==> src/rtl/ntt_pkg.sv <==
// ============================================================================
// ntt_pkg : shared constants, FSM state type and mode helpers for the NTT
//           sequencer.  Rev 1.0
// ============================================================================
`default_nettype none

package ntt_pkg;

  localparam int N            = 256;
  localparam int LOG_N        = 8;
  localparam int KYBER_LAYERS = 7;
  localparam int DIL_LAYERS   = 8;

  localparam logic SEL_KYBER = 1'b1;
  localparam logic SEL_CT    = 1'b0;

  typedef enum logic [1:0] {
    S_IDLE  = 2'd0,
    S_RUN   = 2'd1,
    S_DRAIN = 2'd2,
    S_DONE  = 2'd3
  } ntt_state_t;

  // Kyber stops one layer early (s_min = 1); Dilithium runs down to s = 0.
  function automatic logic [2:0] s_min(input logic sel_red);
    return (sel_red == SEL_KYBER) ? 3'd1 : 3'd0;
  endfunction

endpackage

`default_nettype wire

==> src/rtl/ntt_addr_gen.sv <==
// ============================================================================
// ntt_addr_gen : combinational (c, s, dir) -> (a, b, twiddle) map for one
//                butterfly of an in-place NTT layer.  Rev 1.0
// ============================================================================
`default_nettype none

module ntt_addr_gen
  import ntt_pkg::*;
(
  input  logic [6:0]       c,
  input  logic [2:0]       s,
  input  logic             inv,
  output logic [LOG_N-1:0] a,
  output logic [LOG_N-1:0] b,
  output logic [LOG_N-1:0] tw
);

  logic [LOG_N-1:0] c_ext;
  logic [LOG_N-1:0] low_mask;
  logic [LOG_N-1:0] g;

  always_comb begin
    c_ext    = {1'b0, c};
    low_mask = (8'd1 << s) - 8'd1;
    g        = c_ext >> s;
    // Insert a zero at bit s: high part (g << s) moves up by one position.
    a        = ((c_ext & ~low_mask) << 1) | (c_ext & low_mask);
    b        = a | (8'd1 << s);
    // (256 >> s) - 1 is exactly 8'hFF >> s, which keeps the math 8 bits wide.
    tw       = inv ? ((8'hFF >> s) - g) : ((8'd128 >> s) + g);
  end

endmodule

`default_nettype wire

==> src/rtl/ntt_sequencer.sv <==
// ============================================================================
// ntt_sequencer : issues one butterfly per cycle for a full forward/inverse
//                 NTT layer sweep and delays addresses into write-backs. Rev 1.0
// ============================================================================
`default_nettype none

module ntt_sequencer
  import ntt_pkg::*;
#(
  parameter int RD_LAT = 1,
  parameter int BF_LAT = 0
) (
  input  logic       clk_i,
  input  logic       rst_n_i,
  input  logic       start_i,
  input  logic       sel_red_i,
  input  logic       sel_butterfly_i,
  output logic       busy_o,
  output logic       done_o,
  output logic       rd_en_o,
  output logic [7:0] rd_addr_a_o,
  output logic [7:0] rd_addr_b_o,
  output logic [7:0] tw_addr_o,
  output logic       wr_en_o,
  output logic [7:0] wr_addr_a_o,
  output logic [7:0] wr_addr_b_o,
  output logic       sel_red_o,
  output logic       sel_butterfly_o
);

  localparam int D   = RD_LAT + BF_LAT;
  localparam int DW  = (D > 1) ? $clog2(D) : 1;
  localparam int BUS = 1 + 2 * LOG_N;

  ntt_state_t    state, state_nxt;
  logic [6:0]    cnt, cnt_nxt;
  logic [2:0]    stage, stage_nxt;
  logic [DW-1:0] dcnt, dcnt_nxt;
  logic          mode_red, mode_red_nxt;
  logic          mode_inv, mode_inv_nxt;

  logic          last_layer;
  logic [2:0]    stage_adv;
  logic [7:0]    addr_a, addr_b, addr_tw;

  assign last_layer = mode_inv ? (stage == 3'd7) : (stage == s_min(mode_red));
  assign stage_adv  = mode_inv ? (stage + 3'd1) : (stage - 3'd1);

  always_ff @(posedge clk_i or negedge rst_n_i) begin
    if (!rst_n_i) begin
      state    <= S_IDLE;
      cnt      <= '0;
      stage    <= '0;
      dcnt     <= '0;
      mode_red <= 1'b0;
      mode_inv <= 1'b0;
    end else begin
      state    <= state_nxt;
      cnt      <= cnt_nxt;
      stage    <= stage_nxt;
      dcnt     <= dcnt_nxt;
      mode_red <= mode_red_nxt;
      mode_inv <= mode_inv_nxt;
    end
  end

  always_comb begin
    state_nxt    = state;
    cnt_nxt      = cnt;
    stage_nxt    = stage;
    dcnt_nxt     = dcnt;
    mode_red_nxt = mode_red;
    mode_inv_nxt = mode_inv;
    case (state)
      S_IDLE: begin
        if (start_i) begin
          state_nxt    = S_RUN;
          cnt_nxt      = '0;
          dcnt_nxt     = '0;
          mode_red_nxt = sel_red_i;
          mode_inv_nxt = (sel_butterfly_i != SEL_CT);
          stage_nxt    = (sel_butterfly_i != SEL_CT) ? s_min(sel_red_i) : 3'd7;
        end
      end
      S_RUN: begin
        cnt_nxt = cnt + 7'd1;
        if (cnt == 7'd127) begin
          // With no pipeline latency the next layer can follow back-to-back.
          if (D == 0) begin
            if (last_layer) state_nxt = S_DONE;
            else            stage_nxt = stage_adv;
          end else begin
            state_nxt = S_DRAIN;
            dcnt_nxt  = '0;
          end
        end
      end
      S_DRAIN: begin
        dcnt_nxt = dcnt + 1'b1;
        if (dcnt == DW'(D - 1)) begin
          dcnt_nxt = '0;
          if (last_layer) begin
            state_nxt = S_DONE;
          end else begin
            state_nxt = S_RUN;
            stage_nxt = stage_adv;
          end
        end
      end
      S_DONE:  state_nxt = S_IDLE;
      default: state_nxt = S_IDLE;
    endcase
  end

  ntt_addr_gen u_addr_gen (
    .c   (cnt),
    .s   (stage),
    .inv (mode_inv),
    .a   (addr_a),
    .b   (addr_b),
    .tw  (addr_tw)
  );

  assign busy_o          = (state == S_RUN) || (state == S_DRAIN);
  assign done_o          = (state == S_DONE);
  assign rd_en_o         = (state == S_RUN);
  assign rd_addr_a_o     = rd_en_o ? addr_a  : '0;
  assign rd_addr_b_o     = rd_en_o ? addr_b  : '0;
  assign tw_addr_o       = rd_en_o ? addr_tw : '0;
  assign sel_red_o       = mode_red;
  assign sel_butterfly_o = mode_inv;

  logic [BUS-1:0] rd_bus, wr_bus;
  assign rd_bus = {rd_en_o, rd_addr_a_o, rd_addr_b_o};

  if (D == 0) begin : g_no_delay
    assign wr_bus = rd_bus;
  end else begin : g_delay
    logic [BUS-1:0] pipe [D];
    always_ff @(posedge clk_i or negedge rst_n_i) begin
      if (!rst_n_i) begin
        for (int i = 0; i < D; i++) pipe[i] <= '0;
      end else begin
        pipe[0] <= rd_bus;
        for (int i = 1; i < D; i++) pipe[i] <= pipe[i-1];
      end
    end
    assign wr_bus = pipe[D-1];
  end

  assign {wr_en_o, wr_addr_a_o, wr_addr_b_o} = wr_bus;

endmodule

`default_nettype wire

==> config.mk <==
export PLATFORM = sky130hd
export DESIGN_NAME = ntt_sequencer
export DESIGN_NICKNAME = d
export VERILOG_FILES = /design/src/rtl/ntt_pkg.sv /design/src/rtl/ntt_addr_gen.sv /design/src/rtl/ntt_sequencer.sv
export SDC_FILE = /design/constraint.sdc
export NUM_CORES = 1
export LEC_CHECK = 0
export BUFFER_PORTS_ARGS = -buffer_cell sky130_fd_sc_hd__buf_2
export CORE_MARGIN = 3
export CORE_UTILIZATION = 60
export DETAILED_ROUTE_END_ITERATION = 8
export PLACE_DENSITY_LB_ADDON = 0.25
export RECOVER_POWER = 25
export SLEW_MARGIN = 20
export SYNTH_ARGS = -nofsm -noshare
export SYNTH_HDL_FRONTEND = slang
export SYNTH_SLANG_ARGS = --single-unit
==> constraint.sdc <==
create_clock -name clk_i -period 6.22 [get_ports clk_i]
set_input_delay 0.933 -clock clk_i [delete_from_list [all_inputs] [get_ports clk_i]]
set_output_delay 0.933 -clock clk_i [all_outputs]
set_load 0.01 [all_outputs]
==> out/metrics.csv, run 1 <==
stage;metric;value;unit
status;failed_checks;max-capacitance violations, max-slew violations;
synth;post-synth-top-count-cell;dfrtp_1;
status;outcome;complete, but fails checks;
setup_path;number_of_cells_on_the_worst_reg_to_reg_path;7;
layout;nNetsFinal;353;
clock_network;ctsHoldBuffers;0;
synth;synth_seq_area_share;0.317;
setup_path;endpoint;tw_addr_o[7];
layout;drive_above_1_share;0.198;
die;fp.dieH;69.9;µm
die;dieArea;4880;µm²
run;max_cap_violations;1;
synth;synth_seq_cells;31;
setup_path;worstSetupPathDepth;10;
die;die_x;69.9;µm
setup_path;setup.worst_path.start;stage[0];
pwr;power.static_leakage;1.38;nW
synth;yosysTopAreaCell;dfrtp_1;
pwr;power_density;529;nW/µm²
clock_network;worst_skew_pair.late_latency;0.29;ns
detailed_routing;antenna_left;0;
detailed_routing;drt_iter0_markers;184;
sta;fmax;203;MHz
synth;syn_inst;290;
setup_path;crit_type;flop to primary output;
grt;grt_antenna_before_repair;0;
sta;worst_slew_pin_slew;1.61;ns
sta;fin_ws;1.30;ns
synth;synth_commonest_cells;31 x dfrtp_1, 25 x nor2_1, 24 x a21oi_1;
layout;syn_to_final_growth;13.6;%
clock_network;cts_tree;done;
clock_network;clk_transition_reported_paths;0.07;ns
detailed_routing;finalWirelength;5.90;mm
setup_path;rrSetupSlack;3.20;ns
pwr;peakVddDrop;0.307;mV
clock_network;cts_repair_resize_count;0;
layout;finish.instance_area;2780;µm²
sta;hold_violations;0;
sta;worst_rel_slew_slack;-0.0751;
grt;grt_max_degree;32;
sta;timing.final.crit_share;0.791;
die;start_util;0.644;
setup_path;critical_path.top_delay_family;compound AO/OA/AOI/OAI gates;
clock_network;clk_path_buf_depth;2;
setup_path;critical-path-slowest-cell;dfrtp_1;
synth;syn-mean-instance-area;8.44;µm²
synth;synth_cell_types;57;
placement;port_buffers;50;
synth;synth.cell_area;2450;µm²
die;num_io_pins;51;
sta;tns;0;ns
sta;rsz0062_at_grt;no;
setup_path;critical_path.max_fanout;30;
layout;n_antenna_cell;0;
grt;gr-total-overflow;0;
detailed_routing;detail_route.vias_per_cell;6.16;
placement;dp_worst_setup_slack;1.70;ns
synth;synth_edf_count;0;
sta;setup_viol;0;
synth;synth_async_sr_flop_share;1.00;
setup_path;worst_r2r_startpoint;stage[0];
setup_path;critPathRequiredTime;5.29;ns
grt;globalRouteTotalUtil;0.245;
synth;yosys_most_used_dff;dfrtp_1;
synth;synth_top_cell_area_share;0.317;
detailed_routing;post-route-drc-count;0;
clock_network;cts_sinks;31;
setup_path;setup.worst_path.start_class;flop;
synth;synth-warning-count;0;
placement;dpl-instance-area;2670;µm²
grt;first_global_vias;2085;
detailed_routing;detailroute.via_count;2323;
setup_path;worst_path_largest_cell_delay;0.99;ns
min_path;worst_hold_path_type;flop to flop;
clock_network;cts_htree_levels;2;
synth;synth_top_cells_by_area;dfrtp_1 32%, ha_1 9.2%, a21oi_1 4.9%;
clock_network;root_buffer;clkbuf_8;
sta;final.setup_skew;0.00933;ns
grt;grt_first_pass_wirelength;9.85;mm
sta;drv_slew;32;
setup_path;worstPathArrival;3.99;ns
sta;period_needed;4.92;ns
die;core-area;3800;µm²
layout;fillerInstances;293;
synth;syn_nets;315;
die;num_rows;22;
detailed_routing;drt_pass1_iterations;4;
setup_path;path_cells;mux4_2 -> a22oi_1 -> inv_1 -> ha_1 -> a211oi_1 -> o21a_1 -> o41a_1 -> o311ai_1 -> o41ai_1 -> buf_2;
setup_path;crit-reg2reg-capture;g_delay.pipe[6];
clock_network;cts_inserted_buffers;5;
placement;place_congestion;0.867;
clock_network;cts_setup_buffers;0;
setup_path;critical_path_buf_inv_count;2;
placement;dp_hpwl;4.22;mm
detailed_routing;routed_wl_per_cell;15.6;µm
setup_path;endpoint_kind;primary output;
## metal layers
layer | global-route usage | share of wire | routed length (µm) | vias to the layer above
li1 | - | - | - | 1112
met1 | 0.331 | 0.43 | 2560 | 1095
met2 | 0.380 | 0.46 | 2720 | 98
met3 | 0.0547 | 0.076 | 449 | 18
met4 | 0.104 | 0.028 | 167 | 0
met5 | 0 | 0 | 0 | -
## worst min-delay path by stage
stage,startpoint,end,slack (ns),depth (start not counted)
final,state[1],state[1],0.54,1
after global routing,state[1],state[1],0.57,1
after CTS,state[1],state[1],0.54,1
after detailed placement,state[1],state[1],0.53,1
after global placement,sel_red_o,sel_red_o,0.50,2
after floorplan,state[1],state[1],0.49,1
## logic make-up (layout without fill, tap and decap cells)
kind of cell	count (synthesis)	count (layout)	share of synthesized area
simple gates	98	98	0.198
compound gates	85	85	0.234
buf+inv	40	79	0.0685
flops	31	31	0.317
fa+ha+maj	20	20	0.108
mux	11	11	0.0567
xor+xnor	5	5	0.0179
## layout by cell type, fill, tap and decap left out, types with 3 or more instances in the layout
| cell | Yosys | routed |
|---|---|---|
| o31ai_1 | 3 | 3 |
| nand2_1 | 23 | 23 |
| o21ai_0 | 16 | 16 |
| dfrtp_1 | 31 | 31 |
| nor2_1 | 25 | 25 |
| and3_1 | 6 | 6 |
| nand3_1 | 8 | 8 |
| nand2b_1 | 8 | 8 |
| mux2_2 | 3 | 3 |
| nor3_1 | 6 | 6 |
| mux2i_1 | 6 | 6 |
| a211oi_1 | 5 | 5 |
| o211ai_1 | 3 | 3 |
| inv_1 | 21 | 21 |
| nor2b_1 | 5 | 5 |
| ha_1 | 18 | 18 |
| a21oi_1 | 24 | 24 |
| and2_1 | 6 | 6 |
| clkbuf_8 | 0 | 5 |
| a22oi_1 | 4 | 4 |
| xnor2_1 | 4 | 4 |
| buf_2 | 5 | 49 |
| a31oi_1 | 4 | 4 |
| a21o_1 | 3 | 3 |
## stage by stage
step                      hold slack, ns  power, mW  utilization  std cells
after global routing               0.568       1.59        0.732        377
final                              0.536       1.47        0.732        377
after detailed placement           0.527       1.25        0.703        369
after floorplan                    0.489       1.03            -        290
after global placement             0.501       1.23        0.703        369
after CTS                          0.541       1.46        0.732        377
## sequential cells by signal, indices dropped and copies added (netlist names)
register / cells
cnt: 7
g_delay.pipe: 17
sel_butterfly_o: 1
sel_red_o: 1
stage: 3
state: 2
## where the power goes
group          switching [mW]  internal [mW]
combinational           0.506          0.364
clock                  0.0840          0.119
sequential              0.138          0.259
total                   0.728          0.742
## cell type report
| class | instances | area [µm²] | area share |
|---|---|---|---|
| Multi-Input combinational cell | 219 | 1500 | 0.541 |
| Sequential cell | 31 | 776 | 0.279 |
| Timing Repair Buffer | 50 | 249 | 0.0896 |
| Inverter | 21 | 78.8 | 0.0284 |
| Clock buffer | 5 | 68.8 | 0.0248 |
| Tap cell | 48 | 60.1 | 0.0216 |
| Clock inverter | 3 | 43.8 | 0.0158 |
No activity file was read; power rests on OpenSTA's default activity.
==> inputs of run 2 (changes only) <==
Settings changed: CORE_UTILIZATION 60 to 55.
Clock period 6.22 ns to 5.1 ns, I/O delays scaled along.
==> run 2 against run 1 <==
  * The run still ends with max-capacitance violations, max-slew violations left
  * Register-to-register slack worse by 0.92 ns
  * Highest routed layer unchanged
  * Largest power group unchanged
  * Total power grew 17%
  * Clock power is 7% lower
  * Wire length is 2.1% lower
  * Critical path type unchanged
==> out/metrics.csv, run 2 (synthesis gave the netlist of run 1 again) <==
stage;metric;value;unit
status;outcome;complete, but fails checks;
status;failed_checks;max-capacitance violations, max-slew violations;
clock_network;cts_setup_buffers;0;
min_path;worst_hold_path_type;flop to flop;
clock_network;cts_sinks;31;
grt;gr-total-overflow;0;
grt;grt_first_pass_wirelength;9.93;mm
layout;layout.cells.most_common_list;49 x buf_2, 31 x dfrtp_1, 25 x nor2_1;
clock_network;clk_path_buf_depth;2;
setup_path;worstPathArrival;3.71;ns
die;core-area;4140;µm²
pwr;power_density;625;nW/µm²
die;die_x;72.7;µm
clock_network;cts_tree;done;
setup_path;crit-reg2reg-capture;g_delay.pipe[5];
grt;first_global_vias;2124;
setup_path;crit_type;flop to primary output;
sta;hold_violations;0;
setup_path;critical_path_buf_inv_count;3;
clock_network;worst_skew_pair.late_latency;0.28;ns
run;max_cap_violations;1;
grt;globalRouteTotalUtil;0.234;
pwr;power.static_leakage;1.37;nW
setup_path;critical_path.max_fanout;19;
setup_path;number_of_cells_on_the_worst_reg_to_reg_path;8;
layout;nNetsFinal;354;
pwr;design_power_total;1.73;mW
die;fp.dieH;72.7;µm
layout;largest_reg_flops;17;
detailed_routing;post-route-drc-count;0;
layout;register_with_the_most_flip_flops;g_delay.pipe;
setup_path;path_cells;buf_4 -> mux2_2 -> a22oi_1 -> inv_1 -> ha_1 -> a211oi_1 -> o21a_1 -> o41a_1 -> o311ai_1 -> o41ai_1 -> buf_2;
sta;tns;0;ns
detailed_routing;drt_iter0_markers;190;
min_path;hold_path_depth;2;
detailed_routing;drt_pass1_iterations;4;
placement;port_buffers;50;
setup_path;critical-path-slowest-cell;dfrtp_1;
layout;n_antenna_cell;0;
setup_path;critical_path.top_delay_family;compound AO/OA/AOI/OAI gates;
clock_network;root_buffer;clkbuf_8;
sta;period_needed;4.47;ns
die;num_io_pins;51;
placement;dp_hpwl;4.35;mm
sta;fmax;224;MHz
layout;syn_to_final_growth;12.9;%
setup_path;endpoint_kind;primary output;
sta;drv_slew;32;
die;start_util;0.591;
layout;reg_top3;g_delay.pipe (17), cnt (7), stage (3);
sta;rsz0062_at_grt;no;
grt;grt_antenna_before_repair;0;
die;dieArea;5290;µm²
sta;worst_rel_slew_slack;-0.104;
die;num_rows;23;
sta;final.setup_skew;0.0101;ns
clock_network;cts_repair_resize_count;0;
min_path;hold_path_startpoint;sel_red_o;
layout;layout_commonest_cell;buf_2;
clock_network;cts_inserted_buffers;5;
setup_path;critPathRequiredTime;4.34;ns
setup_path;setup.worst_path.start_class;flop;
detailed_routing;detailroute.via_count;2255;
grt;grt_max_degree;32;
setup_path;worst_r2r_startpoint;stage[1];
sta;setup_viol;0;
layout;drive_above_1_share;0.197;
setup_path;worst_path_largest_cell_delay;0.74;ns
detailed_routing;finalWirelength;5.78;mm
setup_path;rrSetupSlack;2.28;ns
clock_network;clk_transition_reported_paths;0.07;ns
sta;timing.final.crit_share;0.877;
detailed_routing;routed_wl_per_cell;15.2;µm
sta;worst_slew_pin_slew;1.66;ns
detailed_routing;detail_route.vias_per_cell;5.93;
clock_network;ctsHoldBuffers;0;
pwr;peakVddDrop;0.364;mV
detailed_routing;antenna_left;0;
min_path;hold-path-endpoint;sel_red_o;
placement;place_congestion;0.917;
clock_network;cts_htree_levels;2;
## run 2: how the worst max path moves through the flow
stage          startpoint      endpoint  slack, ns  depth (start not counted)
6_report         stage[0]  tw_addr_o[7]       0.63                         11
5_1_grt          stage[0]  tw_addr_o[7]       0.24                         10
4_1_cts          stage[0]  tw_addr_o[7]       0.62                         10
3_5_place_dp     stage[0]  tw_addr_o[7]       0.93                         10
3_3_place_gp     stage[0]  tw_addr_o[7]       0.99                         10
2_1_floorplan    stage[0]  tw_addr_o[7]       1.23                         10
## run 2: area by class of cell
type | count | area [µm²]
flip-flops and latches | 31 | 776
repair buffers | 51 | 256
inverters | 21 | 78.8
well taps | 50 | 62.6
fillers | 375 | 1380
clock buffers | 6 | 72.6
multi-input cells | 219 | 1500
clock inverters | 2 | 12.5
## run 2: tightest hold or removal path, delay by kind of cell, from the launching register on
family	cells	cell delay, ns
flip-flops	1	0.37
AO/OA/AOI/OAI	1	0.06
AND/OR/NAND/NOR	1	0.06
## run 2: per-layer routing
metal  global-route usage  up-vias  routed length [µm]
met5                    0        -                   0
met4               0.0348        0                  27
met3               0.0482        4                 412
met2                0.386       82                2710
met1                0.323     1056                2620
li1                     -     1113                   -
## run 2: metrics by stage
stage / area, µm² / cells / hold WS, ns / utilization / worst slack (ns)
2_1_floorplan: 2450 / 290 / 0.469 / - / 1.23
3_3_place_gp: 2680 / 372 / 0.504 / 0.646 / 0.990
3_5_place_dp: 2680 / 372 / 0.515 / 0.646 / 0.929
4_1_cts: 2760 / 380 / 0.532 / 0.667 / 0.620
5_1_grt: 2760 / 380 / 0.581 / 0.667 / 0.237
6_report: 2760 / 380 / 0.526 / 0.667 / 0.628
## run 2: power breakdown
group          internal (mW)  total, mW  switching, mW
clock network         0.0952      0.189         0.0936
logic                  0.449       1.07          0.623
registers              0.316      0.465          0.149
==> inputs of run 3 (changes only) <==
Settings changed: PLACE_DENSITY set to 0.8, PLACE_DENSITY_LB_ADDON 0.25 to not set.
==> run 3 against run 2 <==
  * The run still ends with max-capacitance violations, max-slew violations left
  * Critical endpoint unchanged
  * Sequential power increased by 2%
  * Die area unchanged
  * Critical path depth decreased by 2
  * Largest cell class unchanged
==> out/metrics.csv, run 3 (synthesis gave the netlist of run 1 again) <==
stage;metric;value;unit
die;start_util;0.591;
detailed_routing;drt_pass1_iterations;5;
die;core-area;4140;µm²
layout;layout_commonest_cell;buf_2;
sta;timing.final.crit_share;0.893;
min_path;worst_hold_path_type;flop to flop;
setup_path;worstPathArrival;3.79;ns
layout;multi_input_area;1500;µm²
pwr;power.static_leakage;1.38;nW
grt;gr-total-overflow;0;
pwr;design_power_total;1.74;mW
detailed_routing;top_layer_used;met4;
layout;finalNonFillerCells;381;
pwr;peakVddDrop;0.425;mV
die;num_io_pins;51;
placement;port_buffers;50;
layout;largest_reg_flops;17;
run;max_cap_violations;1;
layout;reg_top3;g_delay.pipe (17), cnt (7), stage (3);
setup_path;crit-reg2reg-capture;g_delay.pipe[5];
min_path;hold-path-endpoint;sel_red_o;
sta;finalHoldWorstSlack;0.521;ns
min_path;hold_path_depth;2;
detailed_routing;finalWirelength;5.92;mm
placement;placed_cells;373;
setup_path;setup.worst_path.start_class;flop;
clock_network;cts_htree_levels;2;
placement;dp_worst_setup_slack;0.930;ns
layout;n_antenna_cell;0;
clock_network;cts_setup_buffers;0;
setup_path;rrSetupSlack;2.42;ns
placement;dpl-instance-area;2690;µm²
layout;ff_latch_area;776;µm²
sta;hold_violations;0;
layout;register_with_the_most_flip_flops;g_delay.pipe;
sta;rsz0062_at_grt;no;
layout;fillerInstances;367;
placement;place_congestion;0.883;
clock_network;cts_tree;done;
detailed_routing;drt_iter0_markers;181;
detailed_routing;detailroute.via_count;2319;
pwr;power_density;627;nW/µm²
grt;grt_max_degree;32;
clock_network;cts_repair_resize_count;0;
setup_path;worst_r2r_startpoint;stage[2];
die;fp.dieH;72.7;µm
die;die_x;72.7;µm
layout;finish.instance_area;2770;µm²
grt;grt_antenna_before_repair;0;
detailed_routing;antenna_left;0;
detailed_routing;dr_wl_met3;469;µm
sta;setup_viol;0;
status;outcome;complete, but fails checks;
clock_network;clk_transition_reported_paths;0.07;ns
layout;nNetsFinal;355;
detailed_routing;routed_wl_per_cell;15.5;µm
sta;worst_slew_pin_slew;1.66;ns
setup_path;critPathRequiredTime;4.34;ns
layout;layout.cells.most_common_list;49 x buf_2, 31 x dfrtp_1, 25 x nor2_1;
detailed_routing;met2WireLength;2.78;mm
layout;syn_to_final_growth;13.2;%
layout;drive_above_1_share;0.199;
status;failed_checks;max-capacitance violations, max-slew violations;
sta;drv_slew;32;
clock_network;root_buffer;clkbuf_8;
clock_network;cts_inserted_buffers;5;
grt;first_global_vias;2161;
placement;dp_hpwl;4.37;mm
sta;final.setup_skew;0.00563;ns
sta;fin_ws;0.546;ns
min_path;hold_path_startpoint;sel_red_o;
detailed_routing;post-route-drc-count;0;
detailed_routing;detail_route.wirelength.met1;2.58;mm
layout;final_core_util;0.668;
sta;worst_rel_slew_slack;-0.104;
sta;fmax;220;MHz
clock_network;worst_skew_pair.late_latency;0.29;ns
setup_path;endpoint_kind;primary output;
sta;tns;0;ns
die;dieArea;5290;µm²
setup_path;critical_path.max_fanout;21;
clock_network;ctsHoldBuffers;0;
detailed_routing;detail_route.vias_per_cell;6.09;
grt;globalRouteTotalUtil;0.239;
setup_path;number_of_cells_on_the_worst_reg_to_reg_path;9;
clock_network;clk_path_buf_depth;2;
clock_network;cts_sinks;31;
grt;grt_first_pass_wirelength;10.0;mm
setup_path;crit_type;flop to primary output;
sta;period_needed;4.55;ns
die;num_rows;23;
[run 3: cell count changes in the layout (fill, tap and decap cells not counted)]
cell	change
buf_4	+1
[run 3: worst max-delay path by stage]
| stage | start | depth (start not counted) | endpoint |
|---|---|---|---|
| after global routing | stage[0] | 10 | tw_addr_o[7] |
| after global placement | stage[0] | 9 | tw_addr_o[7] |
| after CTS | stage[0] | 9 | tw_addr_o[7] |
| final | stage[0] | 9 | tw_addr_o[7] |
| after floorplan | stage[0] | 10 | tw_addr_o[7] |
| after detailed placement | stage[0] | 9 | tw_addr_o[7] |
[run 3: layout make-up]
class,count,area share
Multi-Input combinational cell,219,0.543
Sequential cell,31,0.280
Timing Repair Buffer,52,0.0953
Inverter,21,0.0285
Clock buffer,6,0.0262
Tap cell,50,0.0226
Clock inverter,2,0.00452
[run 3: worst max-delay path, cell delays in order, from the launching register on]
cell      delay, ns
dfrtp_1        0.78
mux4_2         0.58
a22oi_1        0.41
inv_1          0.12
ha_1           0.31
a211oi_1       0.09
o21a_1         0.20
o41a_1         0.39
o41ai_1        0.41
buf_2          0.20
[run 3: report_power, final]
group	switching (mW)	total [mW]	internal (mW)	leakage, nW
sequential	0.156	0.473	0.316	0.412
clock	0.0965	0.192	0.0952	0.0412
combinational	0.620	1.07	0.452	0.924
[run 3: layer usage]
metal  up-vias  GRT usage
met1      1096      0.314
met2        93      0.396
met5         -          0
met4         0     0.0676
li1       1118          -
met3        12     0.0523
